==> src/rtl/geofence_feeder.sv <==
// Buffers upstream points into 7-point frames and replays each frame on the
// geofence checker's serial X/Y bus, pacing frames off the checker's valid pulse.
module geofence_feeder #(
    parameter int NPTS    = 7,
    parameter int NFRM    = 2,
    parameter int TIMEOUT = 255
) (
    input  logic       clk,
    input  logic       reset,
    input  logic       in_valid,
    output logic       in_ready,
    input  logic [9:0] in_x,
    input  logic [9:0] in_y,
    output logic [9:0] X,
    output logic [9:0] Y,
    output logic       gf_rst,
    input  logic       gf_valid,
    input  logic       gf_inside,
    output logic       res_valid,
    output logic       res_inside,
    output logic [7:0] frm_done,
    output logic       wdog_err
);
    localparam int DEPTH  = NPTS * NFRM;
    localparam int PTR_W  = $clog2(DEPTH);
    localparam int CNT_W  = $clog2(DEPTH + 1);
    localparam int FA_W   = $clog2(NFRM + 1);
    localparam int SIDX_W = $clog2(NPTS);
    localparam int WD_W   = $clog2(TIMEOUT + 1);

    localparam logic [CNT_W-1:0]  DEPTH_C   = CNT_W'(DEPTH);
    localparam logic [PTR_W-1:0]  PTR_LAST  = PTR_W'(DEPTH - 1);
    localparam logic [SIDX_W-1:0] SIDX_LAST = SIDX_W'(NPTS - 1);
    localparam logic [WD_W-1:0]   WD_LIMIT  = WD_W'(TIMEOUT);

    typedef enum logic [1:0] {IDLE, SEND, WAIT} state_t;

    state_t            state;
    logic [19:0]       mem [DEPTH];
    logic [PTR_W-1:0]  wr_ptr, rd_ptr;
    logic [CNT_W-1:0]  count;
    logic [SIDX_W-1:0] wr_idx, sidx;
    logic [FA_W-1:0]   frame_avail;
    logic [WD_W-1:0]   wdog_cnt;
    logic [WD_W-1:0]   wdog_nxt;
    logic [19:0]       head;
    logic              push, pop, frm_inc, frm_dec, have_frame;

    assign in_ready   = (count < DEPTH_C);
    assign push       = in_valid && in_ready;
    assign have_frame = (frame_avail != '0);
    assign head       = mem[rd_ptr];
    assign wdog_nxt   = wdog_cnt + WD_W'(1);

    // A frame is only started once all of its points are buffered, so pops
    // through SEND can never run the FIFO dry.
    assign frm_dec = have_frame && ((state == IDLE) || (state == WAIT && gf_valid));
    assign pop     = frm_dec || (state == SEND);
    assign frm_inc = push && (wr_idx == SIDX_LAST);

    // NOTE: the point storage has no reset; occupancy is tracked by the reset
    // pointers and count, so stale contents are never read.
    always_ff @(posedge clk) begin
        if (push) mem[wr_ptr] <= {in_x, in_y};
    end

    // NOTE: every register below uses non-blocking assignment so all state
    // updates see the same pre-edge values.
    always_ff @(posedge clk or negedge reset) begin
        if (!reset) begin
            wr_ptr      <= '0;
            rd_ptr      <= '0;
            count       <= '0;
            wr_idx      <= '0;
            frame_avail <= '0;
        end else begin
            if (push) begin
                wr_ptr <= (wr_ptr == PTR_LAST) ? '0 : wr_ptr + PTR_W'(1);
                wr_idx <= (wr_idx == SIDX_LAST) ? '0 : wr_idx + SIDX_W'(1);
            end
            if (pop) rd_ptr <= (rd_ptr == PTR_LAST) ? '0 : rd_ptr + PTR_W'(1);
            case ({push, pop})
                2'b10:   count <= count + CNT_W'(1);
                2'b01:   count <= count - CNT_W'(1);
                default: count <= count;
            endcase
            case ({frm_inc, frm_dec})
                2'b10:   frame_avail <= frame_avail + FA_W'(1);
                2'b01:   frame_avail <= frame_avail - FA_W'(1);
                default: frame_avail <= frame_avail;
            endcase
        end
    end

    always_ff @(posedge clk or negedge reset) begin
        if (!reset) begin
            state      <= IDLE;
            sidx       <= '0;
            wdog_cnt   <= '0;
            X          <= '0;
            Y          <= '0;
            gf_rst     <= 1'b1;
            res_valid  <= 1'b0;
            res_inside <= 1'b0;
            frm_done   <= '0;
            wdog_err   <= 1'b0;
        end else begin
            res_valid <= 1'b0;
            case (state)
                IDLE: begin
                    gf_rst <= 1'b1;
                    if (have_frame) begin
                        {X, Y} <= head;
                        gf_rst <= 1'b0;
                        sidx   <= SIDX_W'(1);
                        state  <= SEND;
                    end
                end
                SEND: begin
                    {X, Y} <= head;
                    sidx   <= sidx + SIDX_W'(1);
                    if (sidx == SIDX_LAST) begin
                        wdog_cnt <= '0;
                        state    <= WAIT;
                    end
                end
                WAIT: begin
                    if (gf_valid) begin
                        res_valid  <= 1'b1;
                        res_inside <= gf_inside;
                        frm_done   <= frm_done + 8'd1;
                        if (have_frame) begin
                            {X, Y} <= head;
                            sidx   <= SIDX_W'(1);
                            state  <= SEND;
                        end else begin
                            gf_rst <= 1'b1;
                            state  <= IDLE;
                        end
                    end else if (wdog_nxt == WD_LIMIT) begin
                        wdog_err <= 1'b1;
                        gf_rst   <= 1'b1;
                        state    <= IDLE;
                    end else begin
                        wdog_cnt <= wdog_nxt;
                    end
                end
                default: state <= IDLE;
            endcase
        end
    end
endmodule

==> config.mk <==
export PLATFORM = sky130hd
export DESIGN_NAME = geofence_feeder
export DESIGN_NICKNAME = d
export VERILOG_FILES = /design/src/rtl/geofence_feeder.sv
export SDC_FILE = /design/constraint.sdc
export NUM_CORES = 1
export LEC_CHECK = 0
export BUFFER_PORTS_ARGS = -buffer_cell sky130_fd_sc_hd__buf_2
export CAP_MARGIN = 20
export CORE_ASPECT_RATIO = 0.9
export CORE_MARGIN = 1.5
export CORE_UTILIZATION = 40
export DETAILED_ROUTE_END_ITERATION = 12
export PLACE_DENSITY = 0.55
export SETUP_SLACK_MARGIN = 0.4
export SLEW_MARGIN = 25
export SYNTH_ARGS = -nofsm -noshare
export SYNTH_HDL_FRONTEND = slang
export SYNTH_SLANG_ARGS = --single-unit
==> constraint.sdc <==
create_clock -name clk -period 3.7 [get_ports clk]
set_input_delay 0 -clock clk [delete_from_list [all_inputs] [get_ports clk]]
set_output_delay 0 -clock clk [all_outputs]
set_load 0.02 [all_outputs]
==> run summary, run 1 <==
clock latency on the worst-skew pair: 530 ps
commonest non-fill, non-tap cell in the layout: edfxtp_1
CP Launch Type: flip-flop
fin. max-slew vios: 0
ANT nets after route: 0
type of the worst min-delay path: in2async
Leak: 5.584 nW
Synth async-reset ratio: 18.13%
routed via count: 6920
largest family of logic cells by synthesized area: multiplexers
Finished Core Util: 48.08%
fin crit period: 2815 ps
half-perimeter wire length after detailed placement: 16.42 mm
Top Ports: 58
Pre-Repair DR Iteration Count: 4
PwrDens: 765.8 nW/µm²
Die Area: 34810 µm²
Final Hold Viols: 0
CTS root buffer: clkbuf_16
Worst-path clk slew: 60 ps
Mapped Area: 13480 µm²
GP Congestion: 0.7649
final WL: 27.87 mm
Yosys warnings: 0
Via density: 5.184
Design Power: 12.16 mW
Min Hold Slack: 20.59 ps
number of enable flip-flop cells after synthesis: 280
synthesized instance count: 775
most frequent cells in the layout: edfxtp_1 (280), nor2_1 (76), a21oi_1 (65)
CP max FO: 12
Highest Clock Rate: 355.2 MHz
distinct cell type count after synthesis: 48
final setup violation count: 0
layout cell share with drive strength beyond 1: 23.88%
H-tree depth: 2
NetSw: 3.812 mW
Setup Skew: 20.96 ps
CTS tree: built
core area: 33030 µm²
#FFs+latches synth: 342
combinational share of power: 27.8%
CP endpoint kind: flip-flop
CTS max path bufs: 3
chip width: 196.5 µm
port buffer count: 57
Mapped Nets: 809
simple-gate portion of the synthesized area: 5.004%
number of cells upsized or downsized after cts: 0
prevailing post-synth register cell: edfxtp_1
die height: 177.1 µm
Tightest Pin Transition: 873.7 ps
maximum capacitance violations: 0
Final TNS setup: 0 ps
DR iter-0 viols: 441
Rel. slew slack: 41.75%
complex-gate fraction of the synthesized area: 4.363%
CP cell instances: nand3_1 -> and2_1 -> clkinv_1 -> or3_1 -> nor3_4 -> buf_4
adder-cell share of the synthesized area: 0.8355%
Peak VDD IR: 0.0003494 V
Worst EP required: 3920 ps
post-synthesis mux area share: 13.08%
Synth-to-Final Area Change: 17.82%
CP max stage delay: 530 ps
Synth Area per Inst: 17.39 µm²
status: finished, final reports clean
Clk pwr share: 28.6%
gr usage total: 16.45%
Int Power: 8.350 mW
Sw Share: 31.35%
Slowest cell on crit path: or3_1
initial antenna violation count: 0
TritonCTS Buffers: 36
clock sink total: 342
Final #Nets: 919
Initial Util: 40.81%
grt ovf: 0
wire per inst: 20.88 µm
largest net degree at the start of global routing: 46
antenna cell count: 0
Remaining DRCs: 0
vias in the first global route: 7055
# rows: 63
CP Class: reg2reg
Setup Buffers After CTS: 0
first-pass GRT wire length: 42.48 mm
crit path DAT: 3030 ps
RSZ-0062 raised after global routing: no
sequential fraction of the synthesis area: 73.90%
post-synthesis xor/xnor area fraction: 1.365%
register share of total power: 43.6%
final worst-path cycle share: 76.08%
through the flow:
step / instances / cell area (µm²) / setup slack, ps
after floorplan: 775 / 13490 / 452.5
after global placement: 1244 / 14490 / 1017
after detailed placement: 1244 / 14490 / 888.9
after CTS: 1335 / 15880 / 886.2
after global routing: 1335 / 15880 / 714.0
final: 1335 / 15880 / 884.9
what timing repair did:
action,CTS,global route
setup endpoints to repair,0,0
hold endpoints to repair,324,0
hold buffers,25,0
power by group through the flow:
stage / combinational, mW / sequential, mW / clock (mW)
4_1_cts: 3.45 / 5.33 / 3.57
2_1_floorplan: 2.48 / 5.19 / 0
3_3_place_gp: 3.39 / 5.39 / 0
3_5_place_dp: 3.41 / 5.40 / 0
5_1_grt: 3.73 / 5.40 / 3.72
6_report: 3.38 / 5.31 / 3.48
layout make-up:
type	instances	area (µm²)
repair buffers	110	810.8
well taps	422	528.0
inverters	10	37.54
multi-input cells	385	3400
fillers	2809	17150
clock buffers	51	1010
clock inverters	15	127.6
flip-flops and latches	342	9967
synth_stat cells, types with 8 or more instances:
master,number,share of area (%)
a21oi_1,65,2.4
nand3_1,11,0.41
nor3_1,8,0.30
o21ai_0,12,0.45
ha_1,9,0.84
nor2_1,83,2.3
xor2_1,13,0.84
inv_1,8,0.22
mux2i_1,40,3.0
edfxtp_1,280,62
dfrtp_1,61,11
mux4_2,60,10
clkbuf_1,26,0.72
nand2_1,24,0.67
buf_2,9,0.33
xnor2_1,8,0.52
registers in the layout, indices dropped and copies added, names as in the netlist:
| register | flops |
|---|---|
| wdog_err | 1 |
| X | 10 |
| res_inside | 1 |
| Y | 10 |
| gf_rst | 1 |
| mem | 280 |
| rd_ptr | 4 |
| wr_idx | 3 |
| state | 2 |
| count | 4 |
| frame_avail | 2 |
| wdog_cnt | 8 |
| res_valid | 1 |
| frm_done | 8 |
| sidx | 3 |
| wr_ptr | 4 |
cell families after synthesis:
kind of cell,Yosys count
simple gates,153
buf+inv,48
mux,101
xor+xnor,21
fa+ha+maj,9
flops,342
compound gates,101
metal layers:
layer  vias to the layer above  track usage (%)  wire length [µm]
met5                         -                0                 0
li1                       3226                -                 -
met3                        43            2.763              1425
met4                         0            4.423               476
met2                       132            26.42             12880
met1                      3519            23.32             13090
worst paths after layout:
check	cells past startpoint	from	slack, ps	to
max reg2reg	6	count[1]$_DFFE_PN0P_	880	mem[0][0]$_DFFE_PP_
min reg2reg	1	frame_avail[1]$_DFFE_PN0P_	470	frame_avail[1]$_DFFE_PN0P_
max in group asynchronous	3	reset	3020	rd_ptr[0]$_DFFE_PN0P_
min	2	reset	20	Y[6]$_DFFE_PN0P_
min in group clk	4	gf_valid	390	gf_rst$_DFFE_PN1P_
max	6	count[1]$_DFFE_PN0P_	880	mem[0][0]$_DFFE_PP_
worst max-delay path, delay by kind of cell (launching register included):
kind / cells / cell delay [ps]
buf+inv: 2 / 660
flops: 1 / 440
simple gates: 4 / 1420
No activity file was read; power rests on OpenSTA's default activity.
==> run 2: changes to the inputs <==
Clock period 3.7 ns to 2.73 ns, I/O delays scaled along.
==> run 2 against run 1 <==
  * Global-route usage rose by 0.35 points
  * Non-clock buffer count grew 2
  * Clock skew shrank 2.4 ps
  * Die area did not move
  * Largest cell class unchanged
  * Count of clock-buffer cells in the layout down 8
  * Sequential share of layout area down 0.70 points
  * Final cell count increased by 0.22%
  * Power is 39% higher
  * Cell area rose by 1.1%
  * Combinational power grew 48%
  * Register-to-register slack got worse by 390 ps
  * Largest power group unchanged
==> run summary, run 2 (synthesis gave the netlist of run 1 again) <==
Slowest cell on crit path: dfrtp_1
biggest regs: mem x280, X x10, Y x10
Final Non-Filler Cells: 1338
Peak VDD IR: 0.0005134 V
most frequent cells in the layout: edfxtp_1 (280), nor2_1 (76), a21oi_1 (65)
final WL: 28.14 mm
TritonCTS Buffers: 37
largest net degree at the start of global routing: 66
vias in the first global route: 7473
Remaining DRCs: 0
WP buf/inv: 1
clock latency on the worst-skew pair: 520 ps
layout cell share with drive strength beyond 1: 25.55%
Placed Area: 14590 µm²
CTS max path bufs: 3
maximum capacitance violations: 0
Tightest Pin Transition: 813.1 ps
CTS root buffer: clkbuf_16
grt ovf: 0
PwrDens: 1051 nW/µm²
fill cell total of the finished layout: 2699
clock sink total: 342
CP top delay family: compound AO/OA/AOI/OAI gates
ANT nets after route: 0
commonest non-fill, non-tap cell in the layout: edfxtp_1
DR iter-0 viols: 497
routed via count: 7156
fin crit period: 2240 ps
Worst EP required: 3140 ps
most flop-heavy register: mem
Setup Skew: 18.56 ps
half-perimeter wire length after detailed placement: 16.92 mm
Top Ports: 58
RSZ-0062 raised after global routing: yes
cells on worst reg2reg path: 9
Setup Buffers After CTS: 0
die height: 177.1 µm
final setup violation count: 0
Final Hold Viols: 0
Leak: 5.651 nW
finished layout cell area: 16060 µm²
Die Area: 34810 µm²
Min Hold Slack: 1.561 ps
WP depth: 9
most used cell, CP: nor2b_1
chip width: 196.5 µm
antenna cell count: 0
fin. max-slew vios: 0
port buffer count: 57
CP max stage delay: 430 ps
Initial Util: 40.81%
Final #Nets: 922
core area: 33030 µm²
Synth-to-Final Area Change: 19.15%
Rel. slew slack: 45.79%
CP max FO: 15
Finished Core Util: 48.62%
H-tree depth: 2
Worst-path clk slew: 60 ps
Pre-Repair DR Iteration Count: 4
gr usage total: 16.79%
final worst-path cycle share: 82.05%
CP cell instances: nor2b_1 -> o31ai_4 -> buf_6 -> ha_1 -> nor2b_1 -> a21oi_1 -> o22ai_1 -> a22o_1 -> xor2_1
CP Launch Type: flip-flop
status: finished, final reports clean
CP endpoint kind: flip-flop
Via density: 5.348
wire per inst: 21.03 µm
Final TNS setup: 0 ps
CP Class: reg2reg
GP Congestion: 0.7923
max reg flops: 280
type of the worst min-delay path: in2async
flop2flop setup slack: 490 ps
initial antenna violation count: 1
first-pass GRT wire length: 43.97 mm
Highest Clock Rate: 446.5 MHz
CTS tree: built
# rows: 63
crit path DAT: 2650 ps
DP Cell Count: 1246
-- run 2: routing by layer --
| layer | part of all wire, % | vias to the layer above | track usage (%) |
|---|---|---|---|
| met5 | 0 | - | 0 |
| met4 | 1.5 | 0 | 4.135 |
| met3 | 4.7 | 38 | 2.782 |
| met2 | 47 | 156 | 27.07 |
| met1 | 46 | 3728 | 23.94 |
| li1 | - | 3234 | - |
-- run 2: cell type report --
cell class / count / area (µm²) / area share [%]
sequential: 342 / 9967 / 62.06
multi-input combinational: 385 / 3476 / 21.64
clock buffer: 43 / 979.7 / 6.100
timing repair buffer: 112 / 843.3 / 5.251
tap: 422 / 528.0 / 3.288
clock inverter: 24 / 222.7 / 1.387
inverter: 10 / 42.54 / 0.2649
-- run 2: worst paths after layout --
check                                        start                      end
hold / removal                               reset      sidx[2]$_DFFE_PN0P_
setup reg to reg              state[1]$_DFFE_PN0P_     count[3]$_DFFE_PN0P_
setup / recovery              state[1]$_DFFE_PN0P_     count[3]$_DFFE_PN0P_
hold reg to reg            frm_done[7]$_DFFE_PN0P_  frm_done[7]$_DFFE_PN0P_
max in group asynchronous                    reset       gf_rst$_DFFE_PN1P_
min in group clk                          gf_valid       gf_rst$_DFFE_PN1P_
-- run 2: where the power goes --
part	switching, mW	leakage [nW]	total, mW	internal, mW
combinational	2.85	1.76	5.00	2.16
clock	2.01	0.594	4.89	2.88
sequential	0.530	3.29	6.98	6.45
-- run 2: repair_timing --
item	in CTS	in global routing
endpoints found under the setup margin	0	18
resized for setup	0	3
hold buffers	25	0
endpoints found under the hold margin	318	0
-- run 2: per-stage QoR --
step / total power [mW] / setup slack, ps
floorplan: 10.52 / 387.3
global placement: 11.96 / 513.4
detailed placement: 12.12 / 466.8
CTS: 17.09 / 433.7
global route: 17.79 / 349.1
finish: 16.88 / 490.1
-- run 2: worst reg2reg max path, delay by kind of cell, from the launching register on --
kind	cells	cell delay [ps]
DFF	1	430
AOI/OAI and AO/OA	4	830
buffers and inverters	1	230
and+or+nand+nor	2	270
adders and majority gates	1	240
xor gates and xnor gates	1	140
